--- src/rtl/spi_slave_param.sv ---
// SPI slave with a 2-bit command header followed by a DATA_WIDTH payload.
// Command 0x -> write frame, 1x -> read-address or read-data frame, chosen
// by whether a read address has already been received. A read-data frame
// waits for tx_data and then returns it on miso.
// Optional feature: define SPI_SLAVE_ERR_CNT_EN to add the 8-bit err_cnt
// output, a saturating count of frame_err pulses.
module spi_slave_param #(
    parameter int DATA_WIDTH = 8,
    parameter bit MSB_FIRST  = 1'b1
) (
    input  logic                    clk,
    input  logic                    rst_n,
    input  logic                    ss_n,
    input  logic                    mosi,
    output logic                    miso,
    output logic [DATA_WIDTH+1:0]   rx_data,
    output logic                    rx_valid,
    input  logic [DATA_WIDTH-1:0]   tx_data,
    input  logic                    tx_valid,
    output logic                    busy,
`ifdef SPI_SLAVE_ERR_CNT_EN
    output logic                    frame_err,
    output logic [7:0]              err_cnt
`else
    output logic                    frame_err
`endif
);

    localparam int FW = DATA_WIDTH + 2;
    localparam int CW = $clog2(DATA_WIDTH + 1);

    typedef enum logic [2:0] {
        IDLE,
        CHK_CMD,
        WRITE,
        READ_ADD,
        READ_DATA
    } state_e;

    // Progress inside a frame state: receiving, waiting for read data,
    // returning read data, or finished and holding until ss_n rises.
    typedef enum logic [1:0] {
        PH_RX,
        PH_WAIT,
        PH_TX,
        PH_HOLD
    } phase_e;

    state_e                state_q, state_d;
    phase_e                phase_q, phase_d;
    logic [CW-1:0]         bitCnt_q, bitCnt_d;
    logic                  cmdHi_q, cmdHi_d;
    logic                  cmdLo_q, cmdLo_d;
    logic [DATA_WIDTH-1:0] rxShift_q, rxShift_d;
    logic [FW-1:0]         rxData_q, rxData_d;
    logic                  rxValid_q, rxValid_d;
    logic [DATA_WIDTH-1:0] txShift_q, txShift_d;
    logic [CW-1:0]         txLeft_q, txLeft_d;
    logic                  miso_q, miso_d;
    logic                  frameErr_q, frameErr_d;
    logic                  rdAddrSeen_q, rdAddrSeen_d;

    logic [DATA_WIDTH-1:0] rxShiftNext;
    logic                  txFirstBit;
    logic [DATA_WIDTH-1:0] txLoadShift;
    logic                  txNextBit;
    logic [DATA_WIDTH-1:0] txNextShift;

    // Bit-order dependent shifting for both directions.
    if (MSB_FIRST) begin : gMsbFirst
        assign rxShiftNext = {rxShift_q[DATA_WIDTH-2:0], mosi};
        assign txFirstBit  = tx_data[DATA_WIDTH-1];
        assign txLoadShift = {tx_data[DATA_WIDTH-2:0], 1'b0};
        assign txNextBit   = txShift_q[DATA_WIDTH-1];
        assign txNextShift = {txShift_q[DATA_WIDTH-2:0], 1'b0};
    end else begin : gLsbFirst
        assign rxShiftNext = {mosi, rxShift_q[DATA_WIDTH-1:1]};
        assign txFirstBit  = tx_data[0];
        assign txLoadShift = {1'b0, tx_data[DATA_WIDTH-1:1]};
        assign txNextBit   = txShift_q[0];
        assign txNextShift = {1'b0, txShift_q[DATA_WIDTH-1:1]};
    end

    // State and phase registers.
    always_ff @(posedge clk or negedge rst_n) begin
        if (!rst_n) begin
            state_q <= IDLE;
            phase_q <= PH_RX;
        end else begin
            state_q <= state_d;
            phase_q <= phase_d;
        end
    end

    // Datapath registers: counters, shifters, outputs and the read-address flag.
    always_ff @(posedge clk or negedge rst_n) begin
        if (!rst_n) begin
            bitCnt_q     <= '0;
            cmdHi_q      <= 1'b0;
            cmdLo_q      <= 1'b0;
            rxShift_q    <= '0;
            rxData_q     <= '0;
            rxValid_q    <= 1'b0;
            txShift_q    <= '0;
            txLeft_q     <= '0;
            miso_q       <= 1'b0;
            frameErr_q   <= 1'b0;
            rdAddrSeen_q <= 1'b0;
        end else begin
            bitCnt_q     <= bitCnt_d;
            cmdHi_q      <= cmdHi_d;
            cmdLo_q      <= cmdLo_d;
            rxShift_q    <= rxShift_d;
            rxData_q     <= rxData_d;
            rxValid_q    <= rxValid_d;
            txShift_q    <= txShift_d;
            txLeft_q     <= txLeft_d;
            miso_q       <= miso_d;
            frameErr_q   <= frameErr_d;
            rdAddrSeen_q <= rdAddrSeen_d;
        end
    end

    // Next-state logic: frame sequencing, bit capture, read-data return and aborts.
    always_comb begin
        state_d      = state_q;
        phase_d      = phase_q;
        bitCnt_d     = bitCnt_q;
        cmdHi_d      = cmdHi_q;
        cmdLo_d      = cmdLo_q;
        rxShift_d    = rxShift_q;
        rxData_d     = rxData_q;
        rxValid_d    = 1'b0;
        txShift_d    = txShift_q;
        txLeft_d     = txLeft_q;
        miso_d       = 1'b0;
        frameErr_d   = 1'b0;
        rdAddrSeen_d = rdAddrSeen_q;

        case (state_q)
            IDLE: begin
                if (!ss_n) begin
                    state_d   = CHK_CMD;
                    phase_d   = PH_RX;
                    bitCnt_d  = '0;
                    rxShift_d = '0;
                    txShift_d = '0;
                    txLeft_d  = '0;
                end
            end

            CHK_CMD: begin
                if (ss_n) begin
                    state_d    = IDLE;
                    frameErr_d = 1'b1;
                end else begin
                    cmdHi_d = mosi;
                    if (!mosi) begin
                        state_d = WRITE;
                    end else if (rdAddrSeen_q) begin
                        state_d = READ_DATA;
                    end else begin
                        state_d = READ_ADD;
                    end
                end
            end

            default: begin
                if (ss_n) begin
                    // Aborting is an error only while the frame still owes
                    // bits in either direction.
                    state_d = IDLE;
                    phase_d = PH_RX;
                    if ((phase_q == PH_RX) ||
                        ((phase_q == PH_TX) && (txLeft_q != '0))) begin
                        frameErr_d = 1'b1;
                    end
                end else begin
                    case (phase_q)
                        PH_RX: begin
                            bitCnt_d = bitCnt_q + CW'(1);
                            if (bitCnt_q == '0) begin
                                cmdLo_d = mosi;
                            end else begin
                                rxShift_d = rxShiftNext;
                            end
                            if (bitCnt_q == CW'(DATA_WIDTH)) begin
                                rxData_d  = {cmdHi_q, cmdLo_q, rxShiftNext};
                                rxValid_d = 1'b1;
                                if (state_q == READ_DATA) begin
                                    rdAddrSeen_d = 1'b0;
                                    phase_d      = PH_WAIT;
                                end else begin
                                    if (state_q == READ_ADD) begin
                                        rdAddrSeen_d = 1'b1;
                                    end
                                    phase_d = PH_HOLD;
                                end
                            end
                        end

                        PH_WAIT: begin
                            if (tx_valid) begin
                                miso_d    = txFirstBit;
                                txShift_d = txLoadShift;
                                txLeft_d  = CW'(DATA_WIDTH - 1);
                                phase_d   = PH_TX;
                            end
                        end

                        PH_TX: begin
                            if (txLeft_q == '0) begin
                                phase_d = PH_HOLD;
                            end else begin
                                miso_d    = txNextBit;
                                txShift_d = txNextShift;
                                txLeft_d  = txLeft_q - CW'(1);
                            end
                        end

                        default: begin
                        end
                    endcase
                end
            end
        endcase
    end

`ifdef SPI_SLAVE_ERR_CNT_EN
    logic [7:0] errCnt_q, errCnt_d;

    // Saturating count of aborted frames, stepped together with frame_err.
    always_comb begin
        errCnt_d = errCnt_q;
        if (frameErr_d && (errCnt_q != 8'hFF)) begin
            errCnt_d = errCnt_q + 8'd1;
        end
    end

    // Error counter register.
    always_ff @(posedge clk or negedge rst_n) begin
        if (!rst_n) begin
            errCnt_q <= 8'd0;
        end else begin
            errCnt_q <= errCnt_d;
        end
    end

    assign err_cnt = errCnt_q;
`endif

    assign miso      = miso_q;
    assign rx_data   = rxData_q;
    assign rx_valid  = rxValid_q;
    assign frame_err = frameErr_q;
    assign busy      = (state_q != IDLE);

endmodule

--- config.mk ---
export PLATFORM = sky130hd
export DESIGN_NAME = spi_slave_param
export DESIGN_NICKNAME = d
export VERILOG_FILES = /design/src/rtl/spi_slave_param.sv
export SDC_FILE = /design/constraint.sdc
export NUM_CORES = 1
export LEC_CHECK = 0
export CAP_MARGIN = 10
export CELL_PAD_IN_SITES_DETAIL_PLACEMENT = 0
export CELL_PAD_IN_SITES_GLOBAL_PLACEMENT = 1
export CORE_UTILIZATION = 43
export CTS_CLUSTER_DIAMETER = 60
export DETAILED_ROUTE_END_ITERATION = 8
export PLACE_DENSITY_LB_ADDON = 0.05
export SYNTH_ARGS = -nofsm -noshare
export SYNTH_HDL_FRONTEND = slang
export SYNTH_SLANG_ARGS = --single-unit
--- constraint.sdc ---
create_clock -name clk -period 2.38 [get_ports clk]
set_clock_uncertainty 0.05 [all_clocks]
set_input_delay 0.357 -clock clk [delete_from_list [all_inputs] [get_ports clk]]
set_output_delay 0.357 -clock clk [all_outputs]
set_load 0.005 [all_outputs]
==> results of run 1 <==
[per-stage QoR]
step           hold WS, ns  cells
2_1_floorplan       0.0114    204
3_3_place_gp         0.431    297
3_5_place_dp         0.443    297
4_1_cts              0.199    305
5_1_grt              0.207    305
6_report             0.154    305
[sequential cells by signal, indices dropped and copies added (netlist names)]
| signal | count |
|---|---|
| rx_valid | 1 |
| rx_data | 10 |
| frame_err | 1 |
| phase_q | 2 |
| rdAddrSeen_q | 1 |
| txLeft_q | 4 |
| rxShift_q | 7 |
| cmdHi_q | 1 |
| cmdLo_q | 1 |
| txShift_q | 7 |
| state_q | 3 |
| miso | 1 |
| bitCnt_q | 4 |
[per-layer routing]
metal  up-vias  track usage [%]  share of wire (%)
met2        25             30.5                 49
met4         0             6.75                1.2
li1        777                -                  -
met3         6             4.14                2.9
met1       772             24.1                 47
met5         -                0                  0
[cells by family (layout without fill, tap and decap cells)]
kind of cell             after synthesis  count (layout)  share of synthesized area, %
AO/OA/AOI/OAI                         32              32                          9.83
XOR/XNOR                               1               1                         0.405
adder cells (fa/ha/maj)                6               6                          3.47
buffers and inverters                 27              61                          6.47
flip-flops                            43              43                          49.7
multiplexers                          25              25                          12.3
AND/OR/NAND/NOR                       70              70                          17.9
[worst register-to-register path, stage by stage (launching register included)]
cell	delay (ns)
dfrtp_1	0.41
inv_1	0.10
ha_1	0.17
nand3b_1	0.12
or3b_2	0.51
nor2_1	0.11
buf_4	0.21
mux2_2	0.36
[final timing paths]
check,startpoint,endpoint,slack [ns],cells past startpoint
max,bitCnt_q[0],rx_data[2],0.24,7
min,rst_n,rx_data[0],0.15,1
max reg2reg,bitCnt_q[0],rx_data[2],0.24,7
min reg2reg,txLeft_q[0],txLeft_q[0],0.46,1
max in group asynchronous,rst_n,frame_err,1.52,1
min in group clk,txLeft_q[0],txLeft_q[0],0.46,1
[Yosys cell counts (all sizes together), types with 2 or more instances]
master,instances,share of area [%]
ha,6,3.5
o21ai,14,3.2
or4,4,1.4
nand4b,2,0.81
a21oi,5,1.2
nand3b,3,1.0
nor2b,2,0.58
mux2,12,6.2
dfrtp,43,50
nor2,11,1.9
a31oi,4,1.2
nor3b,2,0.69
nor4,2,0.58
clkbuf,4,1.2
nand2b,5,1.4
nand3,15,3.5
nand2,15,2.6
inv,15,2.6
buf,7,2.3
o21ba,2,0.92
mux2i,13,6.0
[cell type report]
class	instances	area [sq um]	area share [%]
Sequential cell	43	1080	40.9
Multi-Input combinational cell	134	948	36.0
Timing Repair Buffer	38	345	13.1
Tap cell	67	83.8	3.19
Clock buffer	6	82.6	3.14
Inverter	15	56.3	2.14
Clock inverter	2	38.8	1.47
[power by group]
| group | switching (mW) | internal [mW] | leakage, nW |
|---|---|---|---|
| sequential | 0.124 | 0.882 | 0.580 |
| combinational | 0.444 | 0.417 | 0.510 |
| clock | 0.255 | 0.345 | 0.0618 |
| total | 0.824 | 1.64 | 1.15 |
==> flow_summary.yaml, run 1 <==
outcome:
  status: "complete, no violations"
route:
  vias: 1580
  antenna_left: 0
  drc: 0
  first_iter_violations: 98
  via_per_inst: 5.18
  drt-total-wl_um: 4310
  wl_per_cell_um: 14.1
  drt_pre_antenna_iters: 4
placement:
  place_hpwl_um: 3070
  pre_cts_slack_ns: 0.107
  placed_cell_area_sq_um: 2510
  gp_congestion: 0.740
  portBuffers: 26
sta:
  grt_setup_unrepaired: "false"
  finalCritPeriodShare_pct: 90.0
  max_slew.worst_pin.slew_ns: 0.951
  setup_viol: 0
  slew_viol_final: 0
  fin_crit_ns: 2.14
  fin_tns_setup_ns: 0
  fmax_mhz: 467
  final_hold_viol_count: 0
  setup_ws_ns: 0.238
  slew_headroom_pct: 36.6
global_route:
  grt_overflow: 0
  grt_pass1_vias: 1619
  antenna_found_initial: 0
  grt_pass1_wl_um: 7580
  grt_max_degree: 44
  grtUsageTotal_pct: 18.6
final_layout:
  antenna_cells: 0
  final_cell_mix: "dfrtp_1 (43), clkdlybuf4s50_1 (25), inv_1 (15), nand2_1 (15), nand3_1 (15)"
  nFillCells: 437
  final_area_sq_um: 2630
  area_growth_pct: 21.6
  final_layout_size_suffix_gt1_share_pct: 16.8
  fin_util_pct: 55.0
  fin_nets: 256
  layout_commonest_cell: "dfrtp_1"
critical_path:
  cpMaxStageDelayCell: "or3b_2"
  crit_path_end_kind: "register"
  max_stage_delay_ns: 0.51
  cp_data_arrival_time_ns: 2.28
  crit_buf_inv: 2
  crit_chain: "inv_1 > ha_1 > nand3b_1 > or3b_2 > nor2_1 > buf_4 > mux2_2"
  cp-start-kind: "register"
  cp.required_ns: 2.51
  cp_top_family: "simple AND/OR/NAND/NOR gates"
  crit_fanout: 11
  worstSetupPathType: "register to register"
clocking:
  path_clk_slew_ns: 0.09
  ctsHoldBuffers: 0
  cts_resized: 0
  insertion_delay_ns: 0.29
  clockBufferDepth: 2
  clkSinkCount: 43
  htreeDepth: 2
  cts_setup_buffers: 0
  tritoncts: "built"
  cts_buffers: 5
  root_buffer: "clkbuf_8"
die:
  row_count: 25
  dieArea_sq_um: 5320
  fp.dieW_um: 73.0
  core_sq_um: 4790
  initial_core_util_pct: 45.2
  io_pins: 27
  die_h_um: 73.0
synth:
  ys_seq_area_share_pct: 49.7
  synth_flop_cell: "dfrtp_1"
  synth.net_count: 223
  async_reset_ff_share_pct: 100
  ys_warn_count: 0
  synth-seq-cells: 43
  syn-cell-area_sq_um: 2160
  synth_edf_count: 0
  synth.distinct_cells: 43
  avgSynthCellArea_sq_um: 10.6
  synthCells: 204
job:
  maxCapViolations: 0
power:
  p_leak_nw: 1.15
  p_per_area_nw_per_um2: 938
  total_power_mw: 2.47
  peakVddDrop_mv: 0.437
hold_path:
  hold_path_class: "input pin to asynchronous set/reset pin"
Note: power is estimated with default switching activity, not from simulation.
==> run 2: changes to the inputs <==
--- a/config.mk
+++ b/config.mk
@@ -12,6 +12,7 @@
 export CTS_CLUSTER_DIAMETER = 60
 export DETAILED_ROUTE_END_ITERATION = 8
 export PLACE_DENSITY_LB_ADDON = 0.05
+export SLEW_MARGIN = 10
 export SYNTH_ARGS = -nofsm -noshare
 export SYNTH_HDL_FRONTEND = slang
 export SYNTH_SLANG_ARGS = --single-unit
==> results of run 2 <==
No change in the layout: final DEF, timing and power equal those of run 1.
==> run 3: changes to the inputs <==
==> constraint.sdc (replaced) <==
create_clock -name clk -period 2.3 [get_ports clk]
set_clock_uncertainty 0.05 [all_clocks]
set_input_delay 0.345 -clock clk [delete_from_list [all_inputs] [get_ports clk]]
set_output_delay 0.345 -clock clk [all_outputs]
set_load 0.005 [all_outputs]
==> run 3 against run 2 <==
Total power decreased by 3.9%. Final cell count increased by 0.98%. Global-route usage decreased by 0.71 points. Die area unchanged. Critical path depth decreased by 1. Hold slack improved by 0.30 ns. Count of clock-buffer cells in the layout decreased by 1. Sequential power about the same.
==> flow_summary.yaml, run 3 (same netlist as run 1, synthesis figures left out) <==
route:
  vias: 1592
  dr_wl_met3_um: 128
  drt-total-wl_um: 4230
  top_layer_used: "met4"
  wl_per_cell_um: 13.7
  wl_met2_um: 2020
  met1Wirelength_um: 2020
  drc: 0
  via_per_inst: 5.17
  drt_pre_antenna_iters: 4
  antenna_left: 0
  first_iter_violations: 38
final_layout:
  area_growth_pct: 21.3
  final_layout_size_suffix_gt1_share_pct: 17.4
  antenna_cells: 0
  largest_reg_flops: 10
  fin_nets: 261
  layout_commonest_cell: "dfrtp_1"
  final_cell_mix: "dfrtp_1 (43), clkdlybuf4s50_1 (25), buf_4 (16)"
clocking:
  clkSinkCount: 43
  ctsHoldBuffers: 1
  htreeDepth: 2
  tritoncts: "built"
  cts_buffers: 5
  insertion_delay_ns: 0.29
  clockBufferDepth: 2
  cts_setup_buffers: 0
  cts_resized: 0
  path_clk_slew_ns: 0.07
  root_buffer: "clkbuf_8"
placement:
  gp_congestion: 0.792
  pre_cts_slack_ns: 0.0496
  place_hpwl_um: 3180
  portBuffers: 26
job:
  maxCapViolations: 0
critical_path:
  reg2reg_from: "phase_q[0]"
  worstSetupPathType: "register to register"
  reg2regPathDepth: 6
  cp_top_family: "simple AND/OR/NAND/NOR gates"
  crit_buf_inv: 1
  cpMaxStageDelayCell: "or4_1"
  crit_chain: "inv_1 > ha_1 > and4bb_1 > or4_1 > or4_1 > nand3_1"
  crit_fanout: 5
  reg2reg_setup_slack_ns: 0.11
  max_stage_delay_ns: 0.52
  worstSetupPathDepth: 6
  cp_data_arrival_time_ns: 2.37
  crit_top_cell: "or4_1"
  timing.rr.end: "txLeft_q[3]"
  cp.required_ns: 2.48
  crit_path_end_kind: "register"
  cp-start-kind: "register"
die:
  fp.dieW_um: 73.0
  die_h_um: 73.0
  io_pins: 27
  row_count: 25
  core_sq_um: 4790
  initial_core_util_pct: 45.2
  dieArea_sq_um: 5320
global_route:
  grt_pass1_vias: 1515
  grt_overflow: 0
  grt_max_degree: 18
  grt_pass1_wl_um: 7090
  grtUsageTotal_pct: 17.9
  antenna_found_initial: 0
sta:
  slew_viol_final: 0
  fmax_mhz: 456
  setup_viol: 0
  fin_crit_ns: 2.19
  final_hold_viol_count: 0
  setup_ws_ns: 0.109
  max_slew.worst_pin.slew_ns: 0.486
  slew_headroom_pct: 66.8
  finalCritPeriodShare_pct: 95.2
  grt_setup_unrepaired: "false"
  fin_tns_setup_ns: 0
hold_path:
  whs_path_depth: 2
  holdPathEnd: "txShift_q[6]"
  hold_path_class: "register to register"
  hold_path.startpoint: "txShift_q[6]"
power:
  peakVddDrop_mv: 0.421
  power.share.switching_pct: 34.7
  pwr-share-seq_pct: 44.0
  p_leak_nw: 1.15
  power_frac_comb_pct: 37.5
  p_per_area_nw_per_um2: 904
  power_switching_uw: 823
  clkPwrFrac_pct: 18.5
  internal-power_mw: 1.55
outcome:
  status: "complete, no violations"
-- run 3: changes by cell type in the layout (fill, tap and decap cells not counted), sizes merged --
cell,before,now
bufinv,1,0
inv,16,15
buf,13,17
clkinvlp,0,1
dlygate4sd3,0,1
clkbuf,6,5
-- run 3: area by class of cell --
class                   count  area [sq um]
fillers                   469          2160
clock inverters             1          7.51
inverters                  15          56.3
multi-input cells         134           948
clock buffers               5          68.8
flip-flops and latches     43          1080
well taps                  67          83.8
repair buffers             43           385
-- run 3: per-layer routing --
metal,up-vias,global-route usage [%]
met5,-,0
met4,0,6.75
met3,7,4.97
met2,28,29.4
met1,775,22.4
li1,782,-
-- run 3: worst max path at each step --
| stage | slack (ns) | endpoint | start |
|---|---|---|---|
| 2_1_floorplan | 0.17 | txLeft_q[3] | txLeft_q[0] |
| 3_5_place_dp | 0.05 | rx_data[1] | ss_n |
| 5_1_grt | 0.03 | txLeft_q[3] | phase_q[0] |
| 3_3_place_gp | 0.06 | rx_data[2] | ss_n |
| 6_report | 0.11 | txLeft_q[3] | phase_q[0] |
| 4_1_cts | 0.1 | txLeft_q[3] | phase_q[0] |
-- run 3: tightest hold or removal path, stage by stage, from the launching register on --
cell,delay [ns]
dfrtp_1,0.35
nand3_1,0.06
o21ai_0,0.06
-- run 3: power groups by stage --
stage               Combinational [mW]  Sequential (mW)  Clock [mW]
floorplan                        0.661             1.01           0
global placement                 0.865             1.04           0
detailed placement               0.899             1.06           0
CTS                              0.905             1.04       0.460
global route                     0.993             1.07       0.492
finish                           0.890             1.04       0.439
-- run 3: stage by stage --
stage               total power, mW  area, sq um  util (%)  hold slack (ns)  instances
floorplan                      1.67         2160         -        -0.000591        204
global placement               1.91         2540      53.1            0.230        301
detailed placement             1.96         2540      53.1            0.239        301
CTS                            2.41         2630      54.9            0.461        308
global route                   2.55         2630      54.9            0.481        308
finish                         2.37         2630      54.9            0.453        308
